`src/rtl/tl_phase_sched.sv`:
```
// tl_phase_sched: two-direction traffic-light phase scheduler. It cycles
// G1 -> Y12 -> G2 -> Y21, falls back to flashing night mode when run is low,
// shortens a green for waiting pedestrians, and yields to emergency requests.
// Ports: clk / rst_n (async, active-low); tick_1s 1 s timebase pulse; run
//   selects cycling vs night; rg_time / y_time set the green / yellow lengths;
//   ped_req are per-crosswalk pulses; emg_req are per-direction levels;
//   phase, remain, ped_walk, ped_pending and preempt are all registered.
module tl_phase_sched #(
  parameter int CNT_WIDTH   = 11,
  parameter int SHORT_GREEN = 3
) (
  input  logic                 clk,
  input  logic                 rst_n,
  input  logic                 tick_1s,
  input  logic                 run,
  input  logic [CNT_WIDTH-1:0] rg_time,
  input  logic [CNT_WIDTH-1:0] y_time,
  input  logic [1:0]           ped_req,
  input  logic [1:0]           emg_req,
  output logic [2:0]           phase,
  output logic [CNT_WIDTH-1:0] remain,
  output logic [1:0]           ped_walk,
  output logic [1:0]           ped_pending,
  output logic                 preempt
);

  typedef enum logic [2:0] {
    NIGHT = 3'd0,
    G1    = 3'd1,
    Y12   = 3'd2,
    G2    = 3'd3,
    Y21   = 3'd4
  } phase_e;

  localparam logic [CNT_WIDTH-1:0] SHORT_VAL = CNT_WIDTH'(SHORT_GREEN);
  localparam logic [CNT_WIDTH-1:0] ONE       = CNT_WIDTH'(1);

  phase_e               state_q, state_d, seq_next;
  logic [CNT_WIDTH-1:0] remain_d;
  logic [CNT_WIDTH-1:0] load_val;
  logic [1:0]           pend_d, served_q, served_d, walk_d;
  logic                 preempt_d;
  logic                 load;    // a new phase is entered on this edge
  logic                 green;   // current phase is G1 or G2
  logic                 own;     // direction index served by the current green
  logic                 winner;  // emergency bit in force (bit 0 has priority)

  // Normal sequence successor; NIGHT always leaves to G1.
  always_comb begin
    case (state_q)
      G1:      seq_next = Y12;
      Y12:     seq_next = G2;
      G2:      seq_next = Y21;
      default: seq_next = G1;
    endcase
  end

  always_comb begin
    state_d   = state_q;
    remain_d  = remain;
    pend_d    = ped_pending;
    served_d  = served_q;
    preempt_d = 1'b0;
    load      = 1'b0;
    load_val  = '0;
    green     = (state_q == G1) || (state_q == G2);
    own       = (state_q == G2);
    winner    = ~emg_req[0];

    if (!run) begin
      state_d  = NIGHT;
      remain_d = '0;
      pend_d   = '0;
      served_d = '0;
    end else if (state_q == NIGHT) begin
      // Pedestrian pulses arriving while still dark are dropped.
      state_d = G1;
      load    = 1'b1;
    end else begin
      pend_d = ped_pending | ped_req;
      if (green && (emg_req != 2'b00)) begin
        // Emergency for our own direction freezes the countdown; for the
        // crossing direction it cuts straight into yellow.
        preempt_d = 1'b1;
        if (winner != own) begin
          state_d = seq_next;
          load    = 1'b1;
        end
      end else if (green && pend_d[own] && (remain > SHORT_VAL)) begin
        // remain never grows inside a phase, so this fires at most once.
        remain_d = SHORT_VAL;
      end else if (tick_1s) begin
        if (remain > ONE) begin
          remain_d = remain - ONE;
        end else begin
          state_d = seq_next;
          load    = 1'b1;
        end
      end
    end

    if (load) begin
      load_val = ((state_d == G1) || (state_d == G2)) ? rg_time : y_time;
      remain_d = (load_val == '0) ? ONE : load_val;
      // Entering a green serves the crosswalk that crosses the other
      // direction; a request arriving on this same edge is served too.
      if (state_d == G1) begin
        served_d[1] = pend_d[1];
        pend_d[1]   = 1'b0;
      end
      if (state_d == G2) begin
        served_d[0] = pend_d[0];
        pend_d[0]   = 1'b0;
      end
    end

    walk_d = {(state_d == G1) && served_d[1], (state_d == G2) && served_d[0]};
  end

  always_ff @(posedge clk or negedge rst_n) begin
    if (!rst_n) begin
      state_q     <= NIGHT;
      remain      <= '0;
      ped_pending <= '0;
      served_q    <= '0;
      ped_walk    <= '0;
      preempt     <= 1'b0;
    end else begin
      state_q     <= state_d;
      remain      <= remain_d;
      ped_pending <= pend_d;
      served_q    <= served_d;
      ped_walk    <= walk_d;
      preempt     <= preempt_d;
    end
  end

  assign phase = state_q;

endmodule

```
`config.mk`:
```
export PLATFORM = sky130hd
export DESIGN_NAME = tl_phase_sched
export DESIGN_NICKNAME = d
export VERILOG_FILES = /design/src/rtl/tl_phase_sched.sv
export SDC_FILE = /design/constraint.sdc
export NUM_CORES = 1
export LEC_CHECK = 0
export CAP_MARGIN = 0
export CORE_UTILIZATION = 48
export CTS_BUF_LIST = sky130_fd_sc_hd__clkbuf_4 sky130_fd_sc_hd__clkbuf_8
export DETAILED_ROUTE_END_ITERATION = 10
export GPL_TIMING_DRIVEN = 0
export PLACE_DENSITY = 0.91
export SLEW_MARGIN = 20
export SYNTH_ARGS = -nofsm -noshare
export SYNTH_HDL_FRONTEND = slang
export SYNTH_SLANG_ARGS = --single-unit
export TNS_END_PERCENT = 20
```
`constraint.sdc`:
```
create_clock -name clk -period 3.3 [get_ports clk]
set_input_delay 0.66 -clock clk [delete_from_list [all_inputs] [get_ports clk]]
set_output_delay 0.66 -clock clk [all_outputs]
set_load 0.01 [all_outputs]
```
==> qor.yml, run 1 <==
postSynthAreaPerCell_sq_um: 8.70
max-slew-margin-rel: 0.369
cp_slowest_stage_delay_ns: 0.61
die_y_microns: 59.8
synth_most_common_cell: "dfrtp_1"
clk_pin_slew_worst_paths_ns: 0.12
antennaDiodeCount: 0
wl_per_cell_microns: 14.3
boundaryPins: 49
hold_buffers: 0
synth_edf_count: 0
max_slew.worst_pin.slew_ns: 0.943
viasPerCell: 5.81
syn_inst: 184
setup_ws_ns: 0.359
reg2reg_setup_slack_ns: 0.50
share_comb_of_total_power: 0.617
hold_start: "served_q[1]$_DFF_PN0_"
cts-root-buf: "clkbuf_4"
drtIter0Drc: 156
area_growth_pct: 35.2
critPathMaxFanout: 10
clock_latency_ns: 0.32
min_period_over_period: 0.891
criticalPathCategory: "in2reg"
cts_made_buffers: 3
critPathRequiredTime_ns: 3.52
finalClockSkew_ns: 0.00352
syn_area_sq_mm: 0.00160
yosys.area.top_type: "dfrtp_1"
maxCapViolations: 0
synth_top_area_frac: 0.328
ys.flop_type: "dfrtp_1"
switching_share: 0.438
hold-path-endpoint: "served_q[1]$_DFF_PN0_"
min_period_ns: 2.94
hold_violations: 0
reg2reg_from: "remain[0]$_DFFE_PN0P_"
start_kind: "input pin"
tritoncts: "built"
vias: 1626
final_nets: 270
track_usage: 0.237
grt_max_degree: 22
path_cells: "clkdlybuf4s50_1 -> nor2_1 -> or4b_2 -> o22ai_1 -> o2bb2ai_2 -> and2b_1 -> buf_4 -> buf_6 -> mux2i_1 -> o21ai_1"
peakVddDrop_uv: 346
grt_pass1_wl_microns: 6350
dieArea_sq_mm: 0.00357
ff2ff_path_depth: 10
hold_class: "reg2reg"
drcViolationCount: 0
place_congestion: 0.864
leakagePower_nw: 0.882
ys_top_cells_by_area: "dfrtp_1 (33%), mux2i_1 (7.5%), o21ai_0 (5.3%)"
synth_common_cells: "dfrtp_1 (21), nor2_1 (19), o21ai_0 (17)"
slew_viol_final: 0
totalWireLength_microns: 4000
cp_top_family: "simple AND/OR/NAND/NOR gates"
cts_resized: 0
synth_seq_cells: 21
post-cts-setup-buffer-count: 0
slowest_stage: "or4b_2"
p_int_mw: 0.826
core_region_area_sq_mm: 0.00310
outcome: "complete, no violations"
die_x_microns: 59.8
power_switching_mw: 0.645
start_util: 0.516
ys_warn_count: 0
grt_pass1_vias: 1414
postRouteAntennaNets: 0
io_buffers: 48
worstHoldPathCells: 2
synth_nets: 217
synth-async-reset-ratio: 1.00
htreeDepth: 1
dp_slack_ns: 0.0282
fmax_mhz: 340
synth-seq-area-share: 0.328
fp-row-count: 20
dr.pass1.iters: 4
p_clk_frac: 0.090
powerDensity_mw_per_mm2: 680
antenna_found_initial: 0
cts.sinks: 21
synth.distinct_cells: 49
dpl.cell_count: 276
dp_hpwl_microns: 3150
seqPwrFrac: 0.293
drive_gt1_frac: 0.114
cts_buffer_depth: 2
stdcell_count: 280
tns_ns: 0
cp.arrival_ns: 3.16
critPathCaptureType: "register"
cp_num_buf_inv: 3
rr_endpoint: "remain[9]$_DFFE_PN0P_"
grt_overflow: 0
rsz0062_at_grt: "false"
setup_viol: 0
==> cell type report <==
cell class / instances / area (sq um)
timing repair buffer: 48 / 480
multi-input combinational: 147 / 983
fill: 258 / 938
buffer: 11 / 73.8
inverter: 5 / 18.8
tap: 44 / 55.1
clock buffer: 3 / 22.5
sequential: 21 / 526
clock inverter: 1 / 5.00
==> state kept, by name, summed over array words and instances (netlist names) <==
signal / flops
ped_walk: 2
remain: 11
served_q: 2
preempt: 1
phase: 3
ped_pending: 2
==> kinds of logic (layout without fill, tap and decap cells) <==
logic type               after synthesis  in the layout  share of synthesized area
AND/OR/NAND/NOR                       74             74                      0.273
flip-flops                            21             21                      0.328
adder cells (fa/ha/maj)                3              3                     0.0234
buffers and inverters                 16             68                     0.0578
AO/OA/AOI/OAI                         56             56                      0.229
multiplexers                          14             14                     0.0891
==> worst min-delay path, delay by kind of cell, from the launching register on <==
family        cells  cell delay (ns)
flops             1             0.39
mux               1             0.06
simple gates      1             0.06
==> cells in the final DEF (no fill, tap or decap), types with 2 or more instances in the layout <==
cell             Yosys  routed
clkbuf_1             2       2
a21oi_2              2       2
mux2i_1             12      12
buf_2                3       3
a31oi_1              2       2
a21oi_1              7       7
clkbuf_2             2       2
o221ai_1             2       2
mux2_2               2       2
nand3_1              3       3
a22oi_1              6       6
ha_1                 3       3
o211ai_1             2       2
nand2b_1             4       4
nor3_1               9       9
and2_1               3       3
clkbuf_4             0       3
o21ai_1              9       9
nor2b_1              6       6
nor2_1              19      19
buf_6                3       3
inv_1                5       5
nor4_1               8       8
nand2_1              7       7
nor3b_1              2       2
o21ai_0             17      17
clkdlybuf4s50_1      0      48
dfrtp_1             21      21
==> power by group through the flow <==
stage	sequential, mW	clock (mW)	combinational, mW
2_1_floorplan	0.455	0	0.557
3_3_place_gp	0.434	0	0.878
3_5_place_dp	0.437	0	0.896
4_1_cts	0.430	0.135	0.900
5_1_grt	0.444	0.145	0.994
6_report	0.432	0.132	0.907
==> per-stage QoR <==
stage	power [mW]	hold WS (ns)	utilization	cell area, sq um
global route	1.58	0.561	0.698	2160
detailed placement	1.33	0.502	0.689	2140
global placement	1.31	0.524	0.689	2140
finish	1.47	0.545	0.698	2160
CTS	1.47	0.548	0.698	2160
floorplan	1.01	0.364	-	1600
==> routing by layer <==
metal  GRT usage  wire length, microns  up-vias
met5           0                     0        -
met4      0.0864                    79        0
met3      0.0281                   224       10
met2       0.367                  1820       61
met1       0.339                  1880      759
li1            -                     -      796
==> worst max-delay path by stage <==
stage,slack (ns),start,end,depth (start not counted)
floorplan,0.77,remain[0]$_DFFE_PN0P_,remain[9]$_DFFE_PN0P_,10
global placement,0.12,emg_req[1],remain[6]$_DFFE_PN0P_,10
detailed placement,0.03,emg_req[0],remain[6]$_DFFE_PN0P_,10
CTS,0.37,emg_req[0],remain[6]$_DFFE_PN0P_,10
global route,0.21,emg_req[0],remain[6]$_DFFE_PN0P_,10
finish,0.36,emg_req[0],remain[6]$_DFFE_PN0P_,10
(Power assumes the default switching activity.)
==> inputs of run 2 (changes only) <==
PLACE_DENSITY = 0.79   (was 0.91)
SLEW_MARGIN = 15   (was 20)
==> run 2 against run 1 <==
  * Sequential power hardly changed
  * Utilization unchanged
  * First-iteration DRC count grew 19%
  * Wire length up 2.9%
  * Total power about the same
  * Design area unchanged
  * Clock power fell by 6%
  * Non-clock buffer count unchanged
  * Die area is the same
  * Critical path type is now reg2reg
  * Largest cell class unchanged
==> qor.yml, run 2 (same netlist as run 1, synthesis figures left out) <==
postRouteAntennaNets: 0  # unchanged
worstHoldPathCells: 2  # unchanged
cts.sinks: 21  # unchanged
fmax_mhz: 338  # was 340 MHz
tritoncts: "built"  # unchanged
use_met2: 0.413  # was 0.367
critPathCaptureType: "register"  # unchanged
top_register: "remain"  # unchanged
crit_top_cell: "buf_6"
met1_usage: 0.349  # was 0.339
core_region_area_sq_mm: 0.00310  # unchanged
setup_viol: 0  # unchanged
final_nets: 270  # unchanged
min_period_over_period: 0.895  # was 0.891
wl_per_cell_microns: 14.7  # was 14.3 microns
startpoint: "remain[3]$_DFFE_PN0P_"  # was emg_req[0]
multi_input_area_sq_um: 983  # unchanged
grt_pass1_vias: 1447  # was 1414
dieArea_sq_mm: 0.00357  # unchanged
post-cts-setup-buffer-count: 0  # unchanged
final_util: 0.698  # unchanged
fillers: 273  # was 258
leakagePower_nw: 0.882  # unchanged
grt_overflow: 0  # unchanged
drtIter0Drc: 186  # was 156
critPathCapture: "remain[3]$_DFFE_PN0P_"  # was remain[6]$_DFFE_PN0P_
clk_pin_slew_worst_paths_ns: 0.12  # about the same
place_congestion: 0.849  # was 0.864
grt_pass1_wl_microns: 6720  # was 6350 microns
hold_buffers: 0  # unchanged
io_buffers: 48  # unchanged
cts_buffer_depth: 2  # unchanged
setup_ws_ns: 0.346  # was 0.359 ns
hold_class: "reg2reg"  # unchanged
viasPerCell: 5.65  # was 5.81
reg2reg_from: "remain[3]$_DFFE_PN0P_"  # was remain[0]$_DFFE_PN0P_
antennaDiodeCount: 0  # unchanged
slowest_stage: "nor4_1"  # was or4b_2
maxCapViolations: 0  # unchanged
final_common_cell: "clkdlybuf4s50_1"  # unchanged
rsz0062_at_grt: "false"  # unchanged
start_util: 0.516  # unchanged
cts-root-buf: "clkbuf_4"  # unchanged
seq_area_sq_um: 526  # unchanged
final_cell_mix: "clkdlybuf4s50_1 (48), dfrtp_1 (21), nor2_1 (19)"  # unchanged
start_kind: "register"  # was input pin
dr.pass1.iters: 4  # unchanged
die_x_microns: 59.8  # unchanged
hold_violations: 0  # unchanged
rr_endpoint: "remain[3]$_DFFE_PN0P_"  # was remain[9]$_DFFE_PN0P_
finalClockSkew_ns: 0.00749  # was 0.00352 ns
grt_max_degree: 22  # unchanged
cts_made_buffers: 3  # unchanged
powerDensity_mw_per_mm2: 679  # was 680 mW/mm^2
critPathMaxFanout: 10  # unchanged
reg2reg_setup_slack_ns: 0.35  # was 0.50 ns
totalWireLength_microns: 4120  # was 4000 microns
met3_usage: 0.0260  # was 0.0281
top_usage_layer: "met2"  # unchanged
max-slew-margin-rel: 0.381  # was 0.369
min_period_ns: 2.95  # was 2.94 ns
die_y_microns: 59.8  # unchanged
boundaryPins: 49  # unchanged
cp_slowest_stage_delay_ns: 0.61  # about the same
criticalPathCategory: "reg2reg"  # was in2reg
track_usage: 0.248  # was 0.237
path_cells: "buf_6 -> nor4_1 -> o2111ai_1 -> a21bo_2 -> o2bb2ai_2 -> and2b_1 -> buf_4 -> buf_6 -> mux2i_1 -> o21ai_1"  # was clkdlybuf4s50_1 -> nor2_1 -> or4b_2 -> o22ai_1 -> o2bb2ai_2 -> and2b_1 -> buf_4 -> buf_6 -> mux2i_1 -> o21ai_1
vias: 1582  # was 1626
peakVddDrop_uv: 306  # was 346 uV
outcome: "complete, no violations"  # unchanged
antenna_found_initial: 0  # unchanged
critPathRequiredTime_ns: 3.49  # was 3.52 ns
dp_hpwl_microns: 3300  # was 3150 microns
htreeDepth: 1  # unchanged
drive_gt1_frac: 0.114  # unchanged
tns_ns: 0  # unchanged
fp-row-count: 20  # unchanged
cp.arrival_ns: 3.14  # was 3.16 ns
ff2ff_path_depth: 10  # unchanged
slew_viol_final: 0  # unchanged
drcViolationCount: 0  # unchanged
largest_reg_flops: 11  # unchanged
area_growth_pct: 35.2  # unchanged
dp_slack_ns: 0.103  # was 0.0282 ns
cts_resized: 0  # unchanged
max_slew.worst_pin.slew_ns: 0.926  # was 0.943 ns
clock_latency_ns: 0.30  # was 0.32 ns
==> run 2: cell counts in the layout (fill, tap and decap cells not counted) <==
No cell type changed its count.
==> run 2: power breakdown <==
group	switching [mW]	total (mW)	internal [mW]
clock	0.0787	0.124	0.0451
combinational	0.466	0.914	0.448
sequential	0.0996	0.433	0.333
total	0.644	1.47	0.826
==> run 2: how the worst min path moves through the flow <==
stage / start / endpoint / slack, ns
4_1_cts: served_q[1]$_DFF_PN0_ / served_q[1]$_DFF_PN0_ / 0.56
2_1_floorplan: rst_n / ped_pending[0]$_DFF_PN0_ / 0.36
6_report: served_q[1]$_DFF_PN0_ / served_q[1]$_DFF_PN0_ / 0.55
3_3_place_gp: served_q[1]$_DFF_PN0_ / served_q[1]$_DFF_PN0_ / 0.53
3_5_place_dp: served_q[0]$_DFF_PN0_ / ped_walk[0]$_DFF_PN0_ / 0.53
5_1_grt: served_q[1]$_DFF_PN0_ / served_q[1]$_DFF_PN0_ / 0.60
==> run 2: stage by stage <==
step / cell area (sq um) / instances / power [mW] / hold WS [ns]
2_1_floorplan: 1600 / 184 / 1.01 / 0.364
3_3_place_gp: 2140 / 276 / 1.32 / 0.525
3_5_place_dp: 2140 / 276 / 1.34 / 0.526
4_1_cts: 2160 / 280 / 1.47 / 0.564
5_1_grt: 2160 / 280 / 1.58 / 0.601
6_report: 2160 / 280 / 1.47 / 0.554
==> run 2: metal layers <==
metal,vias to the layer above,share of wire
li1,789,-
met1,738,0.48
met2,51,0.48
met3,4,0.033
met4,0,0.0092
met5,-,0
==> run 2: final cells by class <==
cell class	instances	share of cell area
repair buffers	48	0.222
multi-input cells	147	0.454
clock buffers	3	0.0104
inverters	5	0.00867
plain buffers	11	0.0341
well taps	44	0.0254
flip-flops and latches	21	0.243
clock inverters	1	0.00231
==> run 2: critical path, delay by kind of cell, from the launching register on <==
kind                   cells  cell delay [ns]
AO/OA/AOI/OAI              4             0.98
AND/OR/NAND/NOR            2             0.75
buffers and inverters      3             0.46
flip-flops                 1             0.41
multiplexers               1             0.25
